File: config.mk
export PLATFORM = sky130hd
export DESIGN_NAME = pc_sequencer
export DESIGN_NICKNAME = d
export VERILOG_FILES = /design/src/rtl/pc_sequencer_pkg.sv /design/src/rtl/pc_sequencer_target_calc.sv /design/src/rtl/pc_sequencer.sv
export SDC_FILE = /design/constraint.sdc
export NUM_CORES = 1
export LEC_CHECK = 0
export CORE_ASPECT_RATIO = 1.1
export CORE_MARGIN = 8
export CORE_UTILIZATION = 30
export DETAILED_ROUTE_END_ITERATION = 16
export SETUP_SLACK_MARGIN = 0.3
export SLEW_MARGIN = 30
export SYNTH_ARGS = -nofsm -noshare
export SYNTH_HDL_FRONTEND = slang
export SYNTH_HIERARCHICAL = 1
export SYNTH_SLANG_ARGS = --single-unit
File: constraint.sdc
create_clock -name clk -period 7.08 [get_ports clk]
set_input_delay 1.416 -clock clk [delete_from_list [all_inputs] [get_ports clk]]
set_output_delay 1.416 -clock clk [all_outputs]
set_load 0.05 [all_outputs]
File: src/rtl/pc_sequencer_pkg.sv
// ---------------------------------------------------------------------------
// pc_sequencer_pkg : shared state encoding, reset vector and ALU branch codes
// Rev 1.0
// ---------------------------------------------------------------------------
`default_nettype none

package pc_sequencer_pkg;

  typedef enum logic {
    SEQ     = 1'b0,
    PENDING = 1'b1
  } seq_state_e;

  localparam logic [31:0] RESET_VECTOR_DEFAULT = 32'h0040_0000;
  localparam logic [31:0] PC_STEP              = 32'd4;

  typedef enum logic [3:0] {
    ALU_BLTZ   = 4'd0,
    ALU_BGEZ   = 4'd1,
    ALU_BLTZAL = 4'd2,
    ALU_BGEZAL = 4'd3,
    ALU_BEQ    = 4'd4,
    ALU_BNE    = 4'd5,
    ALU_BLEZ   = 4'd6,
    ALU_BGTZ   = 4'd7,
    ALU_J      = 4'd8,
    ALU_JAL    = 4'd9,
    ALU_JR     = 4'd10,
    ALU_JALR   = 4'd11
  } alu_bj_op_e;

  function automatic logic bj_is_branch(input alu_bj_op_e op);
    return (op <= ALU_BGTZ);
  endfunction

  function automatic logic bj_is_jump_reg(input alu_bj_op_e op);
    return (op == ALU_JR) || (op == ALU_JALR);
  endfunction

endpackage

`default_nettype wire

File: src/rtl/pc_sequencer_target_calc.sv
// ---------------------------------------------------------------------------
// pc_target_calc : combinational branch / jump / jump-register target forms
// Rev 1.0
// ---------------------------------------------------------------------------
`default_nettype none

module pc_target_calc
  import pc_sequencer_pkg::*;
(
  input  logic [31:0] pc,
  input  logic [15:0] imm,
  input  logic [25:0] jindex,
  input  logic [31:0] target,
  input  logic        jump,
  input  logic        jump_reg,
  input  logic        stall,
  output logic [31:0] pc4,
  output logic [31:0] btgt,
  output logic [31:0] jtgt,
  output logic [31:0] rtgt,
  output logic        misalign
);

  assign pc4      = pc + PC_STEP;
  assign btgt     = pc4 + {{14{imm[15]}}, imm, 2'b00};
  assign jtgt     = {pc4[31:28], jindex, 2'b00};
  assign rtgt     = {target[31:2], 2'b00};
  assign misalign = jump & jump_reg & (|target[1:0]) & ~stall;

endmodule

`default_nettype wire

File: src/rtl/pc_sequencer.sv
// ---------------------------------------------------------------------------
// pc_sequencer : PC register with optional MIPS branch-delay-slot sequencing
// Rev 1.0
// ---------------------------------------------------------------------------
`default_nettype none

module pc_sequencer
  import pc_sequencer_pkg::*;
#(
  parameter logic [31:0] RESET_VECTOR = RESET_VECTOR_DEFAULT,
  parameter bit          DELAY_SLOT   = 1'b1
) (
  input  logic        clk,
  input  logic        reset,
  input  logic        Stall_in,
  input  logic        Branch_in,
  input  logic        Jump_in,
  input  logic        JumpReg_in,
  input  logic [31:0] Target_in,
  input  logic [15:0] Imm_in,
  input  logic [25:0] JIndex_in,
  output logic [31:0] PC_out,
  output logic [31:0] Link_out,
  output logic        Redirect_out,
  output logic        Misalign_out,
  output logic        SlotViolation_out,
  output logic [31:0] Retired_out
);

  seq_state_e  state_q, state_d;
  logic [31:0] pc_q, pc_d;
  logic [31:0] pend_q, pend_d;
  logic [31:0] retired_q, retired_d;

  logic [31:0] w_pc4, w_btgt, w_jtgt, w_rtgt;
  logic [31:0] w_tgt;
  logic        w_take;
  logic        w_pending;

  pc_target_calc u_target_calc (
    .pc       (pc_q),
    .imm      (Imm_in),
    .jindex   (JIndex_in),
    .target   (Target_in),
    .jump     (Jump_in),
    .jump_reg (JumpReg_in),
    .stall    (Stall_in),
    .pc4      (w_pc4),
    .btgt     (w_btgt),
    .jtgt     (w_jtgt),
    .rtgt     (w_rtgt),
    .misalign (Misalign_out)
  );

  assign w_take    = Branch_in | Jump_in;
  assign w_tgt     = Jump_in ? (JumpReg_in ? w_rtgt : w_jtgt) : w_btgt;
  assign w_pending = DELAY_SLOT && (state_q == PENDING);

  always_comb begin
    state_d   = state_q;
    pc_d      = pc_q;
    pend_d    = pend_q;
    retired_d = retired_q;
    if (!Stall_in) begin
      retired_d = retired_q + 32'd1;
      if (DELAY_SLOT) begin
        // A branch/jump in the delay slot is dropped; the earlier redirect wins.
        if (state_q == PENDING) begin
          pc_d    = pend_q;
          state_d = SEQ;
        end else begin
          pc_d = w_pc4;
          if (w_take) begin
            pend_d  = w_tgt;
            state_d = PENDING;
          end
        end
      end else begin
        pc_d = w_take ? w_tgt : w_pc4;
      end
    end
  end

  always_ff @(posedge clk) begin
    if (reset) begin
      state_q   <= SEQ;
      pc_q      <= RESET_VECTOR;
      pend_q    <= 32'd0;
      retired_q <= 32'd0;
    end else begin
      state_q   <= state_d;
      pc_q      <= pc_d;
      pend_q    <= pend_d;
      retired_q <= retired_d;
    end
  end

  assign PC_out            = pc_q;
  assign Retired_out       = retired_q;
  assign Link_out          = DELAY_SLOT ? (pc_q + 32'd8) : w_pc4;
  assign Redirect_out      = ~Stall_in & (DELAY_SLOT ? w_pending : w_take);
  assign SlotViolation_out = ~Stall_in & w_pending & w_take;

endmodule

`default_nettype wire

# == After elaboration in Yosys (flattened, before gate mapping) ==
# Cells that the tools add are included.
# op_classes
addsub,4
multipliers,0
div,0
order_cmp,0
eq_ne,0
shift,0
mux,5
bitwise,8
reduce_logical,2
# op_table
cell,n
$mux W32,3
$add A32 B1 Y32 const B,1
$add A32 B3 Y32 const B,1
$add A32 B32 Y32,1
$add A32 B4 Y32 const B,1
$and A1 B1 Y1,5
$reduce_and A3 Y1,1
$mux W1,2
$not A1 Y1,2
$reduce_or A2 Y1,1
$or A1 B1 Y1,1
# word_totals
regBits,97
latch_bits,0
ramBits,0
mem_bits_ro,0
inputBits,80
out_inout_bits,99
word_cells,23
n_memories,0

# == Logic depth before layout (Yosys ltp) ==
# depth
ltp_word,3
ltp_mapped,17
ltp_nobuf,16

# == Modules after synthesis ==
# The synthesis kept the hierarchy.
# by_module_without_submodules
module,instances,cells_per_inst,area_each_um2,seq_area_each_um2
pc_sequencer,1,652,5233.8,1941.9
pc_target_calc,1,373,2645.0,0.0

# == Worst setup path before layout ==
# Ideal clock, no wire load.
# synth_path
path_type,input to output
startpoint,in Stall_in
endpoint,out SlotViolation_out
t_arrival_ns,3.093
required_ns,5.664
slack_ns,2.571
cell_stages,3
n_path_buf,1
path_cell_list,buf_4 > nor2b_1 > nor2b_1
# synth_between
elab_chain_cells,3
# synth_lines
item,line,rtl
start: declaration,pc_sequencer.sv:15,"input logic Stall_in,"
$not A1 Y1,n/a,
$and A1 B1 Y1,n/a,
named net Redirect_out,pc_sequencer.sv:24,"output logic Redirect_out,"
$and A1 B1 Y1,pc_sequencer.sv:102,assign SlotViolation_out = ~Stall_in & w_pending & w_take;
end: declaration,pc_sequencer.sv:26,"output logic SlotViolation_out,"
# The timed path passes the listed nets, and every way through them passes these cells.

# == Worst setup path in the final report ==
# layout_path
startpoint,in Jump_in
endpoint,out Misalign_out
# layout_between
elab_chain_cells,3
# layout_lines
item,line,rtl
start: declaration,pc_sequencer.sv:17,"input logic Jump_in,"
$and A1 B1 Y1 (3 in series),pc_sequencer_target_calc.sv:28,assign misalign = jump & jump_reg & (|target[1:0]) & ~stall;
end: declaration,pc_sequencer.sv:25,"output logic Misalign_out,"
# No other way between the ends.

==> results.cfg <==
[global_routing]
grt_busiest_layer = met2
antenna_found_initial = 0
grt_util_all_layers = 0.151
grt_pass1_wl_mm = 38.2
grt_pass1_vias = 6962
grt-ovfl-total = 0
use_met1 = 0.197
met3_usage = 0.0284
grt_max_degree = 57
grt_use_met2 = 0.255

[floorplan]
die_w_um = 171
num_rows = 62
die_area_mm2 = 0.0317
initial_core_util = 0.303
chipHeight_um = 186
core_region_area_mm2 = 0.0260
io_pins = 179

[clocking]
cts_resized = 0
clk_pin_slew_ns = 0.07
cts_setup_buffers = 0
cts_tree = built
cts-root-buf = clkbuf_16
cts.sinks = 97
cts.path.max_buffers = 2
cts_buffers = 9
cts_hold_buf = 0
htreeDepth = 3
clock_latency_ns = 0.34

[route]
ant_nets = 0
finalWirelength_mm = 24.8
drt_iter0_markers = 490
drc = 0
first_pass_iters = 7
vias = 7257
routedWlPerCell_um = 17.0
via_per_inst = 4.98

[power]
finalPower_mw = 1.39
power.leakage_nw = 3.56
cellPowerDensity_mw_per_mm2 = 143
max-vdd-ir-drop_v = 0.0000865

[timing]
max_freq_mhz = 208
hold_viol_final = 0
fin_tns_setup_ns = 0
maxSlewHeadroom = 0.460
fin_skew_ns = 0.00731
finalSetupViolations = 0
rsz0062_at_grt = no
tightest_slew_ns = 0.806
period_share = 0.678
timing.hold.ws_ns = 0.454
period_minus_slack_ns = 4.80
slew_viol_final = 0

[finish]
area_growth_syn_to_layout_pct = 22.9
drive_gt1_frac = 0.0498
num-nets-final = 1217
fill_cells = 2754
antennaDiodeCount = 0
stdcell_area_mm2 = 0.00968

[setup_path]
end_kind = primary output
required_ns = 5.66
critPathMaxFanout = 39
crit_family = buffers and inverters
slowest_delay_ns = 0.83
worstSetupPathType = in2out
critical_path_arrival_ns = 3.39
cp.buffers_inverters = 3
slowest_stage = clkdlybuf4s50_1
path_cells = buf_2 -> buf_4 -> nand2_1 -> nor3_1 -> clkdlybuf4s50_1
worstSetupStartpointType = input port

[yosys]
synth_cells = 1025
netlist_top_cells_count = 118 x nand2_1, 109 x nor2_1, 104 x a21oi_1
synth-seq-cells = 97
synth-async-reset-ratio = 0
synth_most_common_cell = nand2_1
syn-cell-area_mm2 = 0.00788
yosys.area.top_type_share = 0.246
ys_types = 66
netlist_top_cells_area = dfxtp_1 25%, mux2i_1 8.0%, xnor2_1 7.7%
ys_seq_area_frac = 0.246
syn_area_per_cell_um2 = 7.69
synth_flop_cell = dfxtp_1
synth_edf_count = 0
synth_warnings = 6
yosysTopAreaCell = dfxtp_1

[place]
io_buffers = 178
gp_congestion = 0.934
dpl-instance-area_mm2 = 0.00939
hpwl_mm = 19.2

[job]
drv_cap = 0

[outcome]
outcome = complete, no violations

[hold_path]
hold_class = reg2reg
## sequential cells by signal, summed over array words and instances (netlist names)
name	count
PC_out	32
pend_q	32
Retired_out	32
state_q	1
## where the power goes
| part | switching, mW | internal [mW] | leakage [nW] |
|---|---|---|---|
| Sequential | 0.0209 | 0.565 | 0.788 |
| Combinational | 0.176 | 0.131 | 2.63 |
| Clock | 0.220 | 0.273 | 0.139 |
| Total | 0.416 | 0.969 | 3.56 |
## area by class of cell
cell class	count	area, µm²	share of cell area
Timing Repair Buffer	184	1810	0.187
Multi-Input combinational cell	795	5150	0.532
Tap cell	352	440	0.0455
Inverter	14	52.6	0.00543
Clock inverter	5	56.3	0.00581
Sequential cell	97	1940	0.201
Clock buffer	10	229	0.0236
## metal layers
layer  vias up  wire length [µm]
li1       3710                 -
met1      3357             11500
met2       175             11700
met3        15              1310
met4         0               225
met5         -                 0
## per-stage QoR
step,instances,worst slack (ns),util
after CTS,1457,2.25,0.372
final,1457,2.28,0.373
after global routing,1457,2.11,0.373
after detailed placement,1442,2.24,0.361
after global placement,1442,2.25,0.361
after floorplan,1028,2.57,-
## final timing paths
path | cells past startpoint | slack, ns | end | startpoint
worst min register to register | 2 | 0.45 | pend_q[16] | pend_q[16]
worst max register to register | 16 | 2.58 | pend_q[29] | PC_out[5]
worst min-delay path | 2 | 0.45 | pend_q[16] | pend_q[16]
worst max-delay path | 5 | 2.28 | Misalign_out | Jump_in
## cell usage in the layout, fill, tap and decap left out, types with 9 or more instances in the layout
cell,Yosys,routed
xor2_1,24,24
nor2b_1,12,12
clkdlybuf4s50_1,0,174
nor3_1,15,13
nor2_1,109,109
and3_1,9,9
dfxtp_1,97,96
clkbuf_16,0,9
nand3_1,37,37
o21ai_0,25,25
a21oi_1,104,104
mux2i_1,63,63
or3_1,13,13
inv_1,14,14
nand2_1,118,118
nand4_1,30,30
o211ai_1,33,33
xnor2_1,69,69
ha_1,35,35
## kinds of logic after synthesis
logic type	share of synthesized area
AO/OA/AOI/OAI	0.162
XOR/XNOR	0.105
adder cells (fa/ha/maj)	0.0581
buffers and inverters	0.102
flip-flops	0.246
multiplexers	0.0886
other	0.000476
AND/OR/NAND/NOR	0.236
## worst reg2reg max path: stages, from the launching register on
cell	delay (ns)
dfxtp_1	0.58
and3_4	0.30
and4_2	0.27
nand3_1	0.15
nor3_1	0.37
nand2_1	0.12
xnor2_1	0.33
ha_1	0.39
and3_1	0.26
nand2_1	0.12
nor3_1	0.07
a2111oi_0	0.60
nand4_1	0.17
a31o_2	0.26
xor2_1	0.14
o211ai_1	0.16
a21oi_1	0.08
Note: power is estimated with default switching activity, not from simulation.
